<file path="src/rtl/coin_input_conditioner_if.sv">
// Coin front-end signal bundle: raw sensor lines in, conditioned coin events out.
interface coin_input_conditioner_if;
  logic [2:0] coin_raw;
  logic       coin_valid;
  logic [5:0] coin_value;
  logic       coin_err;
  logic [7:0] coin_count;

  modport master (
    output coin_raw,
    input  coin_valid,
    input  coin_value,
    input  coin_err,
    input  coin_count
  );

  modport slave (
    input  coin_raw,
    output coin_valid,
    output coin_value,
    output coin_err,
    output coin_count
  );
endinterface

</file>
<file path="src/rtl/coin_input_conditioner.sv">
// Synchronises and debounces three coin-sensor lines, turning each debounced rising
// edge into a one-cycle coin event with its cent value, an error flag and a saturating tally.
module coin_input_conditioner #(
  parameter int unsigned DEBOUNCE_CYCLES = 4,
  parameter int unsigned CNT_W           = 3,
  parameter int unsigned NICKEL_VAL      = 5,
  parameter int unsigned DIME_VAL        = 10,
  parameter int unsigned QUARTER_VAL     = 25
) (
  input logic               clk,
  input logic               rst,
  coin_input_conditioner_if.slave bus
);

  typedef enum logic {SLow, SHigh} state_e;

  localparam logic [CNT_W-1:0] CntLast = CNT_W'(DEBOUNCE_CYCLES - 1);

  logic [2:0]       meta_q, sync_q;
  state_e           state_q [3];
  state_e           state_d [3];
  logic [CNT_W-1:0] cnt_q   [3];
  logic [CNT_W-1:0] cnt_d   [3];
  logic [2:0]       event_c;

  logic       valid_q, err_q;
  logic [5:0] value_q, value_d;
  logic [7:0] count_q;
  logic       single_c, multi_c;

  always_ff @(posedge clk) begin
    if (rst) begin
      meta_q <= '0;
      sync_q <= '0;
    end else begin
      meta_q <= bus.coin_raw;
      sync_q <= meta_q;
    end
  end

  always_ff @(posedge clk) begin
    for (int i = 0; i < 3; i++) begin
      if (rst) begin
        state_q[i] <= SLow;
        cnt_q[i]   <= '0;
      end else begin
        state_q[i] <= state_d[i];
        cnt_q[i]   <= cnt_d[i];
      end
    end
  end

  // Counter tracks consecutive samples that disagree with the current state.
  always_comb begin
    for (int i = 0; i < 3; i++) begin
      state_d[i] = state_q[i];
      cnt_d[i]   = cnt_q[i];
      case (state_q[i])
        SLow: begin
          if (!sync_q[i]) begin
            cnt_d[i] = '0;
          end else if (cnt_q[i] == CntLast) begin
            state_d[i] = SHigh;
            cnt_d[i]   = '0;
          end else begin
            cnt_d[i] = cnt_q[i] + 1'b1;
          end
        end
        SHigh: begin
          if (sync_q[i]) begin
            cnt_d[i] = '0;
          end else if (cnt_q[i] == CntLast) begin
            state_d[i] = SLow;
            cnt_d[i]   = '0;
          end else begin
            cnt_d[i] = cnt_q[i] + 1'b1;
          end
        end
      endcase
    end
  end

  always_comb begin
    for (int i = 0; i < 3; i++) begin
      event_c[i] = (state_q[i] == SLow) && sync_q[i] && (cnt_q[i] == CntLast);
    end
  end

  assign single_c = (event_c != 3'b000) && ((event_c & (event_c - 3'b001)) == 3'b000);
  assign multi_c  = (event_c & (event_c - 3'b001)) != 3'b000;

  always_comb begin
    value_d = '0;
    unique case (event_c)
      3'b001:  value_d = 6'(NICKEL_VAL);
      3'b010:  value_d = 6'(DIME_VAL);
      3'b100:  value_d = 6'(QUARTER_VAL);
      default: value_d = '0;
    endcase
  end

  always_ff @(posedge clk) begin
    if (rst) begin
      valid_q <= 1'b0;
      err_q   <= 1'b0;
      value_q <= '0;
      count_q <= '0;
    end else begin
      valid_q <= single_c;
      err_q   <= multi_c;
      value_q <= value_d;
      if (single_c && (count_q != 8'hFF)) begin
        count_q <= count_q + 8'd1;
      end
    end
  end

  assign bus.coin_valid = valid_q;
  assign bus.coin_err   = err_q;
  assign bus.coin_value = value_q;
  assign bus.coin_count = count_q;

endmodule
</file>
<file path="src/flat_wrapper.sv">
// flat-port wrapper written by rule: the top's interface ports become plain ports
module coin_input_conditioner_flat 
#(
  parameter int unsigned DEBOUNCE_CYCLES = 4,
  parameter int unsigned CNT_W           = 3,
  parameter int unsigned NICKEL_VAL      = 5,
  parameter int unsigned DIME_VAL        = 10,
  parameter int unsigned QUARTER_VAL     = 25
)
  (clk, rst, bus_coin_raw, bus_coin_valid, bus_coin_value, bus_coin_err, bus_coin_count);
  coin_input_conditioner_if bus_i ();
  input logic clk;
  input logic rst;
  input wire logic [$bits(bus_i.coin_raw)-1:0] bus_coin_raw;
  output wire logic [$bits(bus_i.coin_valid)-1:0] bus_coin_valid;
  output wire logic [$bits(bus_i.coin_value)-1:0] bus_coin_value;
  output wire logic [$bits(bus_i.coin_err)-1:0] bus_coin_err;
  output wire logic [$bits(bus_i.coin_count)-1:0] bus_coin_count;
  assign bus_i.coin_raw = bus_coin_raw;
  assign bus_coin_valid = bus_i.coin_valid;
  assign bus_coin_value = bus_i.coin_value;
  assign bus_coin_err = bus_i.coin_err;
  assign bus_coin_count = bus_i.coin_count;
  coin_input_conditioner #(.DEBOUNCE_CYCLES(DEBOUNCE_CYCLES), .CNT_W(CNT_W), .NICKEL_VAL(NICKEL_VAL), .DIME_VAL(DIME_VAL), .QUARTER_VAL(QUARTER_VAL)) u_core (.clk(clk), .rst(rst), .bus(bus_i));
endmodule
</file>
<file path="config.mk">
export PLATFORM = sky130hd
export DESIGN_NAME = coin_input_conditioner_flat
export DESIGN_NICKNAME = d
export VERILOG_FILES = /design/src/rtl/coin_input_conditioner_if.sv /design/src/rtl/coin_input_conditioner.sv /design/src/flat_wrapper.sv
export SDC_FILE = /design/constraint.sdc
export NUM_CORES = 1
export LEC_CHECK = 0
export ABC_AREA = 1
export CORE_AREA = 2 2 72 74
export DETAILED_ROUTE_END_ITERATION = 10
export DIE_AREA = 0 0 74 76
export GPL_TIMING_DRIVEN = 0
export PLACE_DENSITY = 0.58
export REMOVE_ABC_BUFFERS = 1
export SYNTH_ARGS = -nofsm -noshare
export SYNTH_HDL_FRONTEND = slang
export SYNTH_SLANG_ARGS = --single-unit
export TNS_END_PERCENT = 20
</file>
<file path="constraint.sdc">
create_clock -name clk -period 2.7 [get_ports clk]
set_clock_uncertainty 0.15 [all_clocks]
set_input_delay 0.54 -clock clk [delete_from_list [all_inputs] [get_ports clk]]
set_output_delay 0.54 -clock clk [all_outputs]
set_load 0.01 [all_outputs]
</file>
=== Word level (Yosys, flattened, before mapping) ===
Memories as Yosys holds them, arrays and structs flattened.
Index checks and enable logic that the tools add are counted.

* Flip-flop bits (word level): 22
* Memory bits (writable): 12
* Memories kept: 2

{| class="wikitable"
|+ Memories
! memory !! words !! bits a word !! read ports !! clocked after memory_dff !! wr ports !! line !! RTL
|-
| u_core.cnt_q || 3 || 3 || 3 || 0 || 3 || coin_input_conditioner.sv:22 || <nowiki>logic [CNT_W-1:0] cnt_q [3];</nowiki>
|-
| u_core.state_q || 3 || 1 || 3 || 0 || 3 || coin_input_conditioner.sv:20 || <nowiki>state_e state_q [3];</nowiki>
|}

* Add/subtract/negate cells: 5
* Eq/ne operators: 7
* Multiplexer cells: 37
* Bitwise gates (word level): 10
* Reductions and logical operators: 11

{| class="wikitable"
|+ Operators by type and width
! cell !! count
|-
| $mux 3 || 12
|-
| $mux 1 || 18
|-
| $pmux 3 s2 || 3
|-
| $pmux 5 s3 || 1
|-
| $eq 3x2->1 const B || 4
|-
| $add 3x1->3 const B || 3
|-
| $add 8x1->8 const B || 1
|-
| $logic_and 1x1->1 || 8
|-
| $ne 8x8->1 const B || 1
|-
| $or 1x1->1 || 6
|-
| $pmux 1 s2 || 3
|-
| $reduce_bool 3->1 || 2
|-
| $and 3x3->3 || 1
|-
| $eq 3x1->1 const B || 1
|-
| $eq 3x3->1 const B || 1
|-
| $logic_not 3->1 || 1
|-
| $not 1->1 || 3
|-
| $sub 3x1->3 const B || 1
|}

=== Logic depth before layout (Yosys ltp) ===
Gate-level depths: netlist of run 1.
An unclocked memory read counts as a cell.

* Depth after elaboration: 9
* Depth in mapped cells: 11

=== Least setup slack after synthesis of run 1 ===
OpenSTA, ideal clock, no wires.

* Path type: register to register
* Start: register u_core.count_q[0], in the netlist u_core.bus.coin_count[0]
* End: register u_core.count_q[3], in the netlist u_core.bus.coin_count[3]
* Setup time: 0.113 ns
* Arrival: 1.210 ns
* Path slack: 1.227 ns
* Cell stages (with the launch flop): 9
* Cell sequence: dfxtp_1 > ha_1 > nand2_1 > nor2_2 > nand2_2 > nand3_2 > nand2_1 > nand2_1 > nor2_1

* Cells in the longest elaborated chain, start to end: 2
* Elaborated cells on any way between the ends: 3
* Classes of those cells: add/sub: 1; eq/ne: 1; reduce/logical: 1

{| class="wikitable"
|+ Ends and longest elaborated chain
! item !! line !! RTL
|-
| start: declaration || coin_input_conditioner.sv:28 || <nowiki>logic [7:0] count_q;</nowiki>
|-
| start signal: assignment || coin_input_conditioner.sv:113 || <nowiki>count_q <= count_q + 8'd1;</nowiki>
|-
| parallel branches: the longest is 2 deep, another holds $add 8x1->8 || - ||
|}

Several ways; the timed one is not identified.
A chain may end at the register's enable or synchronous reset.

==> flow_summary.ini, run 1 <==
[outcome]
outcome = complete, no violations

[synth]
syn_area_per_cell_um2 = 7.94
ys.warnings.count = 0
synth-async-reset-ratio = 0
yosys.cell_count.top_type = dfxtp_1
synth_top_area_share = 0.476
ys_top_cells_by_count = dfxtp_1, nor2_1, inv_1
ys_seq_area_frac = 0.476
netlist-cell-type-count = 25
synth-edff-count = 0
ys_top_cells_by_area = dfxtp_1, nor2_1, inv_1, nand2_1, a21oi_1
synth_seq_cells = 33
syn_area_um2 = 1390
synth_top_area_cell = dfxtp_1
synth_ff_type = dfxtp_1
syn-instance-count = 175

[clocking]
post_cts_buffers = 0
clkTransAtPathRegs_ps = 70
cts_max_level = 2
cts.sinks = 33
numCtsBuffers = 5
clk_path_buf_depth = 2
cts_root_buf = clkbuf_8
ctsHoldBuffers = 0
cts_tree = built
cts-resized-gates = 0
clk_latency_ps = 280

[sta]
rsz0062_at_grt = false
fin_ws_ps = 691
setup-tns-final_ps = 0
hold_viol = 0
layout_min_cycle_time_ps = 2010
slew_violations = 0
setup_viol = 0
fmax_ghz = 0.498
period_share = 0.744

[pwr]
leakagePower_nw = 0.744
ir_drop_v = 0.000243
powerDensity_nw_per_um2 = 570
p_sw_uw = 199
switching_share = 0.199
p_comb_frac = 0.024
seqPwrFrac = 0.494
clockPowerShare = 0.482
intPower_uw = 802

[min_path]
min_delay_path_depth = 2
hp-class = flip-flop to flip-flop

[critical_path]
required_ps = 2750
cp.arrival_ps = 2060
reg2regPathDepth = 8
path_class = input pin to flip-flop
endpoint_kind = flip-flop
cp-start-kind = input pin
critical_path_peak_fanout = 14

[floorplanning]
io_pins = 21
start_util = 0.283
die-area_um2 = 5620
dieHeight_um = 76
die_x_um = 74
rows = 26
core_area_um2 = 4910

[global_routing]
grt_start_max_net_pins = 15
antenna_found_initial = 0
gr-total-overflow = 0
grt_usage = 0.0969
grt_pass1_wl_um = 4370
grt_pass1_vias = 1048

[job]
cap_violations = 0

[placement]
gp_congestion = 0.762
dp_slack_ps = 348
place_inst = 260
place_area_um2 = 1640
port_buffers = 19
dp_hpwl_um = 1640

[detailed_routing]
post-route-drc-count = 0
ant_nets = 0
dr.pass1.iters = 4
drt_iter0_drc = 60
vias = 1073
wl_per_cell_um = 8.73
vias_per_cell = 4.00
wl_um = 2340

[finish]
nFillCells = 519
synthToLayoutAreaGrowth_pct = 26.5
drive_above_1_share = 0.152
final_core_util = 0.358
diodes = 0
fin_cells = 268
layout.nets = 206
fin_area_um2 = 1760
[critical path: stages]
cell	delay, ps
clkdlybuf4s50_1	650
inv_1	450
o21ai_0	250
nor3_1	170
[placed cells by master (no fill, tap or decap)]
cell	synthesis	layout
nor3_2	1	1
nor2_2	2	2
clkinv_1	1	1
nand3_2	5	5
nand2_1	20	20
a21oi_1	10	10
ha_1	4	4
nand3_1	8	8
nand2_4	1	1
clkinvlp_4	0	1
clkbuf_8	0	6
nor2_1	30	30
nor2_4	2	2
clkdlybuf4s50_1	0	19
inv_2	6	6
inv_1	22	22
dfxtp_1	33	33
bufinv_16	0	1
xor2_1	3	3
conb_1	1	1
o21ai_0	6	6
o21ai_1	1	1
nor3_1	7	7
nor4_1	1	1
xnor2_1	2	2
nand2_2	5	5
[power groups by stage]
stage,registers (mW),clock network (mW),logic [mW]
after floorplan,0.505,0,0.0134
after global placement,0.506,0,0.0240
after detailed placement,0.506,0,0.0246
after CTS,0.494,0.501,0.0246
after global routing,0.495,0.522,0.0281
final,0.495,0.482,0.0240
[routing by layer]
metal / GRT usage / wire, um / up-vias
met5: 0 / 0 / -
met4: 0.0382 / 25 / 0
met3: 0.0437 / 152 / 4
met2: 0.146 / 980 / 22
met1: 0.120 / 1180 / 467
li1: - / - / 580
[registers in the layout, indices dropped and copies added (netlist names), named ones only]
name	count
u_core.bus.coin_valid	1
u_core.cnt_q	9
u_core.bus.coin_count	8
u_core.bus.coin_err	1
u_core.meta_q	3
u_core.sync_q	3
u_core.bus.coin_value	5
[metrics by stage]
step,hold slack (ps),power [mW]
after CTS,253,1.02
final,251,1.00
after global routing,263,1.05
after global placement,242,0.530
after floorplan,238,0.519
after detailed placement,243,0.530
[cells by family (layout without fill, tap and decap cells)]
group	count (synthesis)	in the layout	share of synthesized area
AO/OA/AOI/OAI	17	17	0.0613
XOR/XNOR	5	5	0.0315
adder cells (fa/ha/maj)	4	4	0.0360
buffers and inverters	33	56	0.100
flip-flops	33	33	0.476
other	1	1	0.00270
AND/OR/NAND/NOR	82	82	0.293
[cell type report]
cell class / instances / area, um^2 / share of cell area
clock inverters: 2 / 37.5 / 0.0214
multi-input cells: 109 / 589 / 0.335
inverters: 29 / 109 / 0.0620
clock buffers: 6 / 82.6 / 0.0470
repair buffers: 19 / 190 / 0.108
well taps: 70 / 87.6 / 0.0499
flip-flops and latches: 33 / 661 / 0.376
[worst paths after layout]
check                                startpoint                                    end  slack [ps]
setup / recovery                            rst          u_core.cnt_q[0][0]$_SDFF_PP0_         690
hold reg to reg     u_core.meta_q[2]$_SDFF_PP0_            u_core.sync_q[2]$_SDFF_PP0_         250
hold / removal      u_core.meta_q[2]$_SDFF_PP0_            u_core.sync_q[2]$_SDFF_PP0_         250
setup reg to reg  u_core.cnt_q[1][0]$_SDFF_PP0_  u_core.bus.coin_count[1]$_SDFFE_PP0P_        1020
(Power assumes the default switching activity.)
==> run 2: changes to the inputs <==
==> constraint.sdc (replaced) <==
create_clock -name clk -period 1.9 [get_ports clk]
set_clock_uncertainty 0.15 [all_clocks]
set_input_delay 0.38 -clock clk [delete_from_list [all_inputs] [get_ports clk]]
set_output_delay 0.38 -clock clk [all_outputs]
set_load 0.01 [all_outputs]
==> flow_summary.ini, run 2 (synthesis gave the netlist of run 1 again) <==
[outcome]
outcome = complete, no violations

[sta]
layout_min_cycle_time_ps = 1800
max_slew_margin = 0.635
setup_viol = 0
hold_viol = 0
slew_violations = 0
whs_ps = 251
fmax_ghz = 0.554
worstMarginPinSlew_ps = 546
period_share = 0.949
rsz0062_at_grt = false

[clocking]
clk_latency_ps = 280
numCtsBuffers = 5
cts.sinks = 33
ctsHoldBuffers = 0
cts_root_buf = clkbuf_8
cts_tree = built
clk_path_buf_depth = 2
clkTransAtPathRegs_ps = 70
cts_max_level = 2

[global_routing]
grt_pass1_vias = 1048
antenna_found_initial = 0
grt_start_max_net_pins = 15
grt_usage = 0.0969
grt_pass1_wl_um = 4370
gr-total-overflow = 0

[critical_path]
r2r-start = u_core.cnt_q[1][0]$_SDFF_PP0_
path_buf_inv = 1
critical_path_peak_fanout = 5
endpoint_kind = output pin
required_ps = 1370
cp.arrival_ps = 1270
crit_start = u_core.bus.coin_count[7]$_SDFFE_PP0P_
crit_path_top_delay_cell = clkdlybuf4s50_1
cpPeakStageDelay_ps = 570
crit_end = bus_coin_count[7]
ff2ff_setup_slack_ps = 220
regToRegEndpoint = u_core.bus.coin_count[1]$_SDFFE_PP0P_
crit_chain = clkdlybuf4s50_1
cp_num_cells = 1
path_class = flip-flop to output pin
reg2regPathDepth = 8
cp-start-kind = flip-flop
cp_top_family = buffers and inverters

[detailed_routing]
dr.pass1.iters = 4
vias = 1075
drt_iter0_drc = 62
ant_nets = 0
wl_per_cell_um = 8.75
wl_um = 2350
post-route-drc-count = 0
vias_per_cell = 4.00

[floorplanning]
die_x_um = 74
dieHeight_um = 76
io_pins = 21
start_util = 0.283
rows = 26
die-area_um2 = 5620
core_area_um2 = 4910

[finish]
fin_cells = 269
largest_register_ffs = 9
drive_above_1_share = 0.161
final_common_cell = dfxtp_1
nFillCells = 519
diodes = 0
largest-register = u_core.cnt_q
synthToLayoutAreaGrowth_pct = 27.5
layout.nets = 207
layout_common_cells = dfxtp_1, nor2_1, inv_1, nand2_1, clkdlybuf4s50_1

[placement]
gp_congestion = 0.762
place_inst = 260
port_buffers = 19
dp_hpwl_um = 1640

[pwr]
powerDensity_nw_per_um2 = 805
leakagePower_nw = 0.753
ir_drop_v = 0.000346

[job]
cap_violations = 0

[min_path]
hp-class = flip-flop to flip-flop
-- run 2: cell count changes in the layout (fill, tap and decap cells not counted), sizes merged --
cell           change
clkdlybuf4s50      -1
inv                -1
clkinvlp           +1
buf                +1
dlymetal6s2s       +1
-- run 2: through the flow --
step                 util  setup WS (ps)  TNS, ps  total power [mW]  instance area [um^2]
global route        0.360           46.3        0              1.49                  1770
global placement    0.333           -269    -2880             0.753                  1640
CTS                 0.358           7.16        0              1.45                  1760
finish              0.360           96.4        0              1.43                  1770
floorplan               -            424        0             0.737                  1360
detailed placement  0.333           -292    -3530             0.754                  1640
-- run 2: area by class of cell --
cell class                      instances  area (um^2)  area share
Clock buffer                            6         82.6      0.0466
Tap cell                               70         87.6      0.0495
Sequential cell                        33          661       0.373
Multi-Input combinational cell        109          589       0.333
Inverter                               29          113      0.0636
Clock inverter                          2         37.5      0.0212
Timing Repair Buffer                   20          200       0.113
-- run 2: power by group --
part	switching [mW]	internal, mW
Combinational	0.0208	0.0157
Sequential	0.00353	0.699
Clock	0.259	0.426
Total	0.284	1.14
-- run 2: repair_timing --
action	CTS	global route
gates resized for setup	0	2
setup buffers	0	1
endpoints found under the setup margin	0	9
hold endpoints to repair	0	0
-- run 2: worst min-delay path by stage --
stage | startpoint | cells past startpoint | slack (ps) | end
after floorplan | u_core.meta_q[0]$_SDFF_PP0_ | 2 | 240 | u_core.sync_q[0]$_SDFF_PP0_
after global placement | u_core.meta_q[1]$_SDFF_PP0_ | 2 | 240 | u_core.sync_q[1]$_SDFF_PP0_
after detailed placement | u_core.meta_q[2]$_SDFF_PP0_ | 2 | 240 | u_core.sync_q[2]$_SDFF_PP0_
after CTS | u_core.meta_q[2]$_SDFF_PP0_ | 2 | 250 | u_core.sync_q[2]$_SDFF_PP0_
after global routing | u_core.meta_q[2]$_SDFF_PP0_ | 2 | 260 | u_core.sync_q[2]$_SDFF_PP0_
final | u_core.meta_q[2]$_SDFF_PP0_ | 2 | 250 | u_core.sync_q[2]$_SDFF_PP0_
-- run 2: per-layer routing --
| metal | GRT usage | vias up | part of all wire |
|---|---|---|---|
| met1 | 0.120 | 468 | 0.50 |
| li1 | - | 581 | - |
| met2 | 0.146 | 22 | 0.42 |
| met4 | 0.0382 | 0 | 0.011 |
| met5 | 0 | - | 0 |
| met3 | 0.0437 | 4 | 0.065 |
==> run 3: changes to the inputs <==
--- a/config.mk
+++ b/config.mk
@@ -7,6 +7,7 @@
 export LEC_CHECK = 0
 export ABC_AREA = 1
 export CORE_AREA = 2 2 72 74
+export CTS_CLUSTER_SIZE = 28
 export DETAILED_ROUTE_END_ITERATION = 10
 export DIE_AREA = 0 0 74 76
 export GPL_TIMING_DRIVEN = 0
==> constraint.sdc (replaced) <==
create_clock -name clk -period 1.9 [get_ports clk]
set_clock_uncertainty 0.15 [all_clocks]
set_input_delay 0.38 -clock clk [delete_from_list [all_inputs] [get_ports clk]]
set_output_delay 0.38 -clock clk [all_outputs]
set_load 0.005 [all_outputs]
==> results of run 3 <==
The final DEF is identical to that of run 2. Status: complete, no violations.
Among the figures that moved: setup slack after layout 96.4 ps -> 132 ps; total power 1.43 mW -> 1.42 mW
